`src/rtl/up_counter_scheduler_pkg.sv`:
```
// Shared definitions for the up-counter scheduler slice.
//   state_t     : FSM states (IDLE waits for a request, RUN counts the interval)
//   DEF_*       : default sizing used by the interface and the top level
//   onehot(idx) : MAX_REQ-wide one-hot vector with bit idx set
package up_counter_sched_pkg;

   typedef enum logic {
      IDLE = 1'b0,
      RUN  = 1'b1
   } state_t;

   localparam int DEF_NUM_REQ = 4;
   localparam int DEF_WIDTH   = 4;
   localparam int MAX_REQ     = 8;

   function automatic logic [MAX_REQ-1:0] onehot(input int unsigned idx);
      return MAX_REQ'(1) << idx;
   endfunction

endpackage

```
`src/rtl/up_counter_scheduler_if.sv`:
```
// Request/grant bundle between the requesting control blocks and the
// up-counter scheduler.
//   req   : per-requester request level (held until done or abort)
//   len   : packed intervals, requester i uses len[i*WIDTH +: WIDTH]
//   grant : one-hot current owner, zero when idle
//   busy  : high while an interval is running
//   owner : index of the current or most recent owner
//   count : live count of the granted interval
//   done  : one-cycle completion pulse to the owner
// Modports: master = requester side, slave = scheduler side.
interface up_counter_scheduler_if
   import up_counter_sched_pkg::*;
#(
   parameter int NUM_REQ = DEF_NUM_REQ,
   parameter int WIDTH   = DEF_WIDTH
);
   localparam int IDX_W = $clog2(NUM_REQ);

   logic [NUM_REQ-1:0]       req;
   logic [NUM_REQ*WIDTH-1:0] len;
   logic [NUM_REQ-1:0]       grant;
   logic                     busy;
   logic [IDX_W-1:0]         owner;
   logic [WIDTH-1:0]         count;
   logic [NUM_REQ-1:0]       done;

   modport master (
      output req, len,
      input  grant, busy, owner, count, done
   );

   modport slave (
      input  req, len,
      output grant, busy, owner, count, done
   );

endinterface

```
`src/rtl/up_counter_scheduler_rr_arbiter.sv`:
```
// Combinational round-robin picker, reusable by any shared-resource
// controller.
//   eligible : requesters allowed to win this cycle
//   last_ptr : index of the previous winner; search starts just above it
//   valid    : at least one eligible requester
//   pick     : first eligible index from last_ptr+1 upward, with wrap
module rr_arbiter #(
   parameter  int NUM_REQ = 4,
   localparam int IDX_W   = $clog2(NUM_REQ)
) (
   input  logic [NUM_REQ-1:0] eligible,
   input  logic [IDX_W-1:0]   last_ptr,
   output logic               valid,
   output logic [IDX_W-1:0]   pick
);

   logic [IDX_W-1:0] cand;

   // NOTE: every signal written here gets a default first, so no path
   // leaves it unassigned and no latch is inferred.
   always_comb begin
      valid = 1'b0;
      pick  = '0;
      cand  = '0;
      // last_ptr itself is visited last, so the previous winner only wins
      // again when nobody else is eligible.
      for (int k = 1; k <= NUM_REQ; k++) begin
         cand = IDX_W'((int'(last_ptr) + k) % NUM_REQ);
         if (!valid && eligible[cand]) begin
            valid = 1'b1;
            pick  = cand;
         end
      end
   end

endmodule

```
`src/rtl/up_counter_scheduler.sv`:
```
// Shares one up-counting interval timer between NUM_REQ requesters.
// A round-robin arbiter hands the counter to one requester, which then holds
// it for len+1 cycles (count 0..len) and receives a one-cycle done pulse.
//   clk   : system clock, rising edge
//   reset : asynchronous, active-low reset
//   bus   : request/grant bundle (slave side), see up_counter_scheduler_if
// All outputs are registered.
module up_counter_scheduler
   import up_counter_sched_pkg::*;
#(
   parameter  int NUM_REQ = DEF_NUM_REQ,
   parameter  int WIDTH   = DEF_WIDTH,
   localparam int IDX_W   = $clog2(NUM_REQ)
) (
   input  logic                   clk,
   input  logic                   reset,
   up_counter_scheduler_if.slave  bus
);

   state_t             state_q,    state_d;
   logic [NUM_REQ-1:0] grant_q,    grant_d;
   logic [NUM_REQ-1:0] done_q,     done_d;
   logic               busy_q,     busy_d;
   logic [IDX_W-1:0]   owner_q,    owner_d;
   logic [WIDTH-1:0]   count_q,    count_d;
   logic [WIDTH-1:0]   len_q,      len_d;
   logic [IDX_W-1:0]   last_ptr_q, last_ptr_d;

   logic [NUM_REQ-1:0] eligible;
   logic               pick_valid;
   logic [IDX_W-1:0]   pick;

   // A requester being told "done" this cycle sits out one arbitration,
   // which guarantees a gap before it can win again.
   assign eligible = bus.req & ~done_q;

   rr_arbiter #(.NUM_REQ(NUM_REQ)) u_arb (
      .eligible (eligible),
      .last_ptr (last_ptr_q),
      .valid    (pick_valid),
      .pick     (pick)
   );

   // NOTE: next-state logic uses blocking assignments; only the register
   // process below uses non-blocking ones.
   always_comb begin
      state_d    = state_q;
      grant_d    = grant_q;
      done_d     = '0;
      busy_d     = busy_q;
      owner_d    = owner_q;
      count_d    = count_q;
      len_d      = len_q;
      last_ptr_d = last_ptr_q;

      case (state_q)
         IDLE: begin
            if (pick_valid) begin
               state_d = RUN;
               grant_d = NUM_REQ'(onehot(int'(pick)));
               owner_d = pick;
               len_d   = bus.len[int'(pick)*WIDTH +: WIDTH];
               count_d = '0;
               busy_d  = 1'b1;
            end
         end
         RUN: begin
            if (!bus.req[owner_q]) begin
               // Owner withdrew: release silently, no done pulse.
               state_d    = IDLE;
               grant_d    = '0;
               busy_d     = 1'b0;
               count_d    = '0;
               last_ptr_d = owner_q;
            end else if (count_q == len_q) begin
               // grant_q is exactly the owner's one-hot bit.
               state_d    = IDLE;
               done_d     = grant_q;
               grant_d    = '0;
               busy_d     = 1'b0;
               count_d    = '0;
               last_ptr_d = owner_q;
            end else begin
               count_d = count_q + 1'b1;
            end
         end
         default: state_d = IDLE;
      endcase
   end

   // NOTE: sequential state uses non-blocking assignments so every register
   // samples the pre-edge values.
   always_ff @(posedge clk or negedge reset) begin
      if (!reset) begin
         state_q    <= IDLE;
         grant_q    <= '0;
         done_q     <= '0;
         busy_q     <= 1'b0;
         owner_q    <= '0;
         count_q    <= '0;
         len_q      <= '0;
         // Previous winner = last index, so requester 0 has first priority.
         last_ptr_q <= IDX_W'(NUM_REQ - 1);
      end else begin
         state_q    <= state_d;
         grant_q    <= grant_d;
         done_q     <= done_d;
         busy_q     <= busy_d;
         owner_q    <= owner_d;
         count_q    <= count_d;
         len_q      <= len_d;
         last_ptr_q <= last_ptr_d;
      end
   end

   assign bus.grant = grant_q;
   assign bus.done  = done_q;
   assign bus.busy  = busy_q;
   assign bus.owner = owner_q;
   assign bus.count = count_q;

endmodule

```
`src/flat_wrapper.sv`:
```
// flat-port wrapper written by rule: the top's interface ports become plain ports
module up_counter_scheduler_flat import up_counter_sched_pkg::*;
#(
   parameter  int NUM_REQ = DEF_NUM_REQ,
   parameter  int WIDTH   = DEF_WIDTH,
   localparam int IDX_W   = $clog2(NUM_REQ)
)
  (clk, reset, bus_req, bus_len, bus_grant, bus_busy, bus_owner, bus_count, bus_done);
  up_counter_scheduler_if #(.NUM_REQ(NUM_REQ), .WIDTH(WIDTH)) bus_i ();
  input  logic clk;
  input  logic reset;
  input wire logic [$bits(bus_i.req)-1:0] bus_req;
  input wire logic [$bits(bus_i.len)-1:0] bus_len;
  output wire logic [$bits(bus_i.grant)-1:0] bus_grant;
  output wire logic [$bits(bus_i.busy)-1:0] bus_busy;
  output wire logic [$bits(bus_i.owner)-1:0] bus_owner;
  output wire logic [$bits(bus_i.count)-1:0] bus_count;
  output wire logic [$bits(bus_i.done)-1:0] bus_done;
  assign bus_i.req = bus_req;
  assign bus_i.len = bus_len;
  assign bus_grant = bus_i.grant;
  assign bus_busy = bus_i.busy;
  assign bus_owner = bus_i.owner;
  assign bus_count = bus_i.count;
  assign bus_done = bus_i.done;
  up_counter_scheduler #(.NUM_REQ(NUM_REQ), .WIDTH(WIDTH)) u_core (.clk(clk), .reset(reset), .bus(bus_i));
endmodule
```
`config.mk`:
```
export PLATFORM = sky130hd
export DESIGN_NAME = up_counter_scheduler_flat
export DESIGN_NICKNAME = d
export VERILOG_FILES = /design/src/rtl/up_counter_scheduler_pkg.sv /design/src/rtl/up_counter_scheduler_if.sv /design/src/rtl/up_counter_scheduler_rr_arbiter.sv /design/src/rtl/up_counter_scheduler.sv /design/src/flat_wrapper.sv
export SDC_FILE = /design/constraint.sdc
export NUM_CORES = 1
export LEC_CHECK = 0
export ABC_CLOCK_PERIOD_IN_PS = 6300
export BUFFER_PORTS_ARGS = -buffer_cell sky130_fd_sc_hd__buf_2
export CAP_MARGIN = 20
export CORE_UTILIZATION = 30
export DETAILED_ROUTE_END_ITERATION = 16
export SYNTH_ARGS = -nofsm -noshare
export SYNTH_HDL_FRONTEND = slang
export SYNTH_HIERARCHICAL = 1
export SYNTH_SLANG_ARGS = --single-unit
```
`constraint.sdc`:
```
create_clock -name clk -period 6.3 [get_ports clk]
set_clock_uncertainty 0.15 [all_clocks]
set_input_delay 0.945 -clock clk [delete_from_list [all_inputs] [get_ports clk]]
set_output_delay 0.945 -clock clk [all_outputs]
set_load 0.1 [all_outputs]
```
==> impl_summary.log <==
INFO  metric timing.max_slew.rel_slack = 0.481
INFO  metric synth-seq-area-share = 0.456
INFO  metric switching_portion_of_total_power = 0.525
INFO  metric grt_overflow = 0
INFO  metric yosys.cell_types.count = 33
INFO  metric comb_power_share = 0.582
INFO  metric synth_enable_flop_cells = 0
INFO  metric net-switching-power = roughly 440 µW
INFO  metric grt_pass1_vias = around 900
INFO  metric clkSlewWorstSetupHoldPaths = 0.08 ns
INFO  metric crit_type = input port to flop
INFO  metric post_synth_design_cell_area = 0.00121 mm²
INFO  metric core_area = roughly 0.0038 mm²
INFO  metric cts_repair_resize_count = 0
INFO  metric length_of_the_first_detailed_routing_pass_in_iterations = 4
INFO  metric nets = about 160
INFO  metric top_level_ports = 37
INFO  metric portion_of_synthesized_cell_area_occupied_by_the_leading_cell_type = 0.412
INFO  metric worst-r2r-setup-slack = ~3.9 ns
INFO  metric flow.area_growth_from_synthesis = 21.5%
INFO  metric startpoint_class = input port
INFO  metric ff_latch_area = around 550 µm²
INFO  metric static-leakage-power = a little over 0.0007 µW
INFO  metric final_antenna_net_count = 0
INFO  metric wirelength = ~2500 µm
INFO  metric multiInputGateArea = approximately 630 µm²
INFO  metric tritoncts.num_buffers = 3
INFO  metric setup-violations-final = 0
INFO  metric outcome = complete, no violations
INFO  metric synth_top_cell_by_area = sky130_fd_sc_hd__dfrtp_1
INFO  metric routedWlPerCell = roughly 14 µm
INFO  metric min_delay_path_depth = 1
INFO  metric worst_hold_check_slack = around 0.36 ns
INFO  metric worst-slew-pin-transition = 0.779 ns
INFO  metric timing.final.hold_violations = 0
INFO  metric floorplan.die_area = about 0.0043 mm²
INFO  metric dieWidth = 65.6 µm
INFO  metric cts.path.max_buffers = 2
INFO  metric syn-instance-count = slightly below 100
INFO  metric antenna_found_initial = 0
INFO  metric vias_per_cell = about 5
INFO  metric postSynthRegisterBits = 22
INFO  metric setup_repair_after_global_routing_missed_its_margin = no
INFO  metric synthArstFlopShare = 1.00
INFO  metric grt_pass1_wl = 4160 µm
INFO  metric finalCritPeriodShare = 0.450
INFO  metric post_synth_main_area_contributors = sky130_fd_sc_hd__dfrtp_1 (41%), sky130_fd_sc_hd__mux4_2 (9.3%), sky130_fd_sc_hd__mux2_2 (5.6%), sky130_fd_sc_hd__nor2b_1 (5.2%), sky130_fd_sc_hd__dfstp_2 (4.3%)
INFO  metric seqPwrFrac = 0.312
INFO  metric cts_root_buffer = sky130_fd_sc_hd__clkbuf_8
INFO  metric worstHoldPathType = flop to flop
INFO  metric r2r_start = u_core/bus.done[3]
INFO  metric start_util = 0.322
INFO  metric fin_crit = 2.84 ns
INFO  metric grt_max_degree = 23
INFO  metric clock.fmax = roughly 0.35 GHz
INFO  metric report.final.slew_viol_count = 0
INFO  metric share_clk_of_total_power = 0.106
INFO  metric crit_required = around 6.3 ns
INFO  metric cell_internal_pwr = around 400 µW
INFO  metric number_of_maximum_capacitance_constraint_violations = 0
INFO  metric holdBufCountCts = 0
INFO  metric drive_gt1_frac = 0.459
INFO  metric yosys_warnings = 6
INFO  metric power-per-cell-area = 567 mW/mm²
INFO  metric clk-insertion-delay-late = ~0.26 ns
INFO  metric die_h = 65.6 µm
INFO  metric synthesis.nets = around 120
INFO  metric detailed_place_hpwl = a little under 2000 µm
INFO  metric n_antenna_cell = 0
INFO  metric drc_violation_count_after_routing = 0
INFO  metric hold_path_end = u_core/bus.busy
INFO  metric peakVddDrop = ~0.29 mV
INFO  metric worst-path-max-fanout = 9
INFO  metric rows = 22
INFO  metric grt_usage = 0.128
INFO  metric num-fill-cells = 364
INFO  metric hold_path.startpoint = u_core/bus.busy
INFO  metric data_arrival_time_at_the_worst_slack_endpoint = approximately 2.8 ns
INFO  metric cts_tree = built
INFO  metric cts_setup_buffers = 0
INFO  metric detailroute.via_count = 900
INFO  metric critical_path.reg2reg.endpoint = u_core/len_q[0]
INFO  metric deepest_level_of_the_cts_h_tree = 1
INFO  metric drt-initial-drc-count = 31
INFO  metric globalplace.congestion = between 0.7 and 0.8
INFO  metric worst-r2r-cell-count = 6
INFO  metric ys_dominant_reg_cell = sky130_fd_sc_hd__dfrtp_1
INFO  metric synth_area_per_cell = roughly 12 µm²
INFO  metric tritoncts_num_sinks = 22
INFO  metric power = ~840 µW
INFO  metric fin_tns_setup = 0 ns
INFO  metric port_buffers = 36
INFO  metric cp-end-kind = flop
power groups by stage:
stage | Combinational [µW] | Clock (µW) | Sequential, µW
2_1_floorplan | 225 | 0 | 446
3_3_place_gp | 481 | 0 | 262
3_5_place_dp | 488 | 0 | 265
4_1_cts | 490 | 93.3 | 262
5_1_grt | 511 | 101 | 271
6_report | 487 | 88.6 | 261
cell usage in the layout, fill, tap and decap left out, types with 2 or more instances in the layout:
| master | Yosys | final |
|---|---|---|
| sky130_fd_sc_hd__a22o_1 | 3 | 3 |
| sky130_fd_sc_hd__and2_1 | 4 | 4 |
| sky130_fd_sc_hd__o21a_1 | 2 | 2 |
| sky130_fd_sc_hd__nand2_1 | 2 | 2 |
| sky130_fd_sc_hd__dfrtp_1 | 20 | 20 |
| sky130_fd_sc_hd__clkbuf_8 | 0 | 3 |
| sky130_fd_sc_hd__dfstp_2 | 2 | 2 |
| sky130_fd_sc_hd__mux2_2 | 6 | 6 |
| sky130_fd_sc_hd__a31oi_1 | 2 | 2 |
| sky130_fd_sc_hd__xor2_1 | 4 | 4 |
| sky130_fd_sc_hd__a21oi_1 | 2 | 2 |
| sky130_fd_sc_hd__mux4_2 | 5 | 5 |
| sky130_fd_sc_hd__mux2i_1 | 4 | 4 |
| sky130_fd_sc_hd__mux2_4 | 2 | 2 |
| sky130_fd_sc_hd__o2bb2ai_1 | 4 | 4 |
| sky130_fd_sc_hd__buf_2 | 4 | 36 |
| sky130_fd_sc_hd__nor2_1 | 4 | 4 |
| sky130_fd_sc_hd__nor2b_1 | 10 | 10 |
| sky130_fd_sc_hd__nand2b_1 | 3 | 3 |
how the worst max path moves through the flow:
| stage | startpoint | end | slack (ns) | cells past startpoint |
|---|---|---|---|---|
| 6_report | bus_req[3] | u_core/len_q[0] | 3.46 | 7 |
| 2_1_floorplan | bus_req[2] | u_core/len_q[0] | 3.52 | 7 |
| 4_1_cts | bus_req[3] | u_core/len_q[0] | 3.47 | 7 |
| 5_1_grt | bus_req[3] | u_core/len_q[3] | 3.34 | 7 |
| 3_3_place_gp | bus_req[3] | u_core/len_q[3] | 3.25 | 7 |
| 3_5_place_dp | bus_req[3] | u_core/len_q[0] | 3.19 | 7 |
flip-flops by register name (all words and copies together) (netlist names):
signal,cells
u_core/bus.done,4
u_core/bus.owner,2
u_core/state_q,1
u_core/last_ptr_q,2
u_core/bus.grant,4
u_core/bus.count,4
u_core/bus.busy,1
u_core/len_q,4
worst max-delay path: stages:
cell and delay [ns]:
sky130_fd_sc_hd__buf_2 0.08, sky130_fd_sc_hd__nor2b_1 0.23, sky130_fd_sc_hd__and2b_1 0.20, sky130_fd_sc_hd__a21oi_2 0.04, sky130_fd_sc_hd__o221ai_2 0.49, sky130_fd_sc_hd__mux4_2 0.58, sky130_fd_sc_hd__mux2_2 0.27
synth_stat cells, types with 3 or more instances:
library cell,count
sky130_fd_sc_hd__mux2i_1,4
sky130_fd_sc_hd__xor2_1,4
sky130_fd_sc_hd__mux4_2,5
sky130_fd_sc_hd__nand2b_1,3
sky130_fd_sc_hd__o2bb2ai_1,4
sky130_fd_sc_hd__buf_2,4
sky130_fd_sc_hd__a22o_1,3
sky130_fd_sc_hd__mux2_2,6
sky130_fd_sc_hd__and2_1,4
sky130_fd_sc_hd__nor2_1,4
sky130_fd_sc_hd__dfrtp_1,20
sky130_fd_sc_hd__nor2b_1,10
layout make-up:
type                            count  area share
Multi-Input combinational cell     69       0.427
Inverter                            2     0.00509
Sequential cell                    22       0.375
Timing Repair Buffer               36       0.122
Tap cell                           48      0.0407
Clock buffer                        4      0.0305
stage by stage:
| step | area (µm²) | cells | worst slack [ns] | util |
|---|---|---|---|---|
| after detailed placement | 1430 | 177 | 3.19 | 0.379 |
| final | 1480 | 181 | 3.46 | 0.391 |
| after global placement | 1430 | 177 | 3.25 | 0.379 |
| after floorplan | 1210 | 98 | 3.52 | - |
| after global routing | 1480 | 181 | 3.34 | 0.391 |
| after CTS | 1480 | 181 | 3.47 | 0.391 |
per-layer routing:
metal	global-route usage	share of wire
met5	0	0
met4	0.0543	0.014
met3	0.0208	0.046
met2	0.216	0.49
met1	0.159	0.45
kinds of logic (layout without fill, tap and decap cells):
logic type,after synthesis,after routing,synth area share
simple gates,28,28,0.144
flops,22,22,0.456
compound gates,18,18,0.122
fa+ha+maj,1,1,0.0103
xor+xnor,5,5,0.0361
buf+inv,7,42,0.0258
mux,17,17,0.206
No activity file was read; power rests on OpenSTA's default activity.
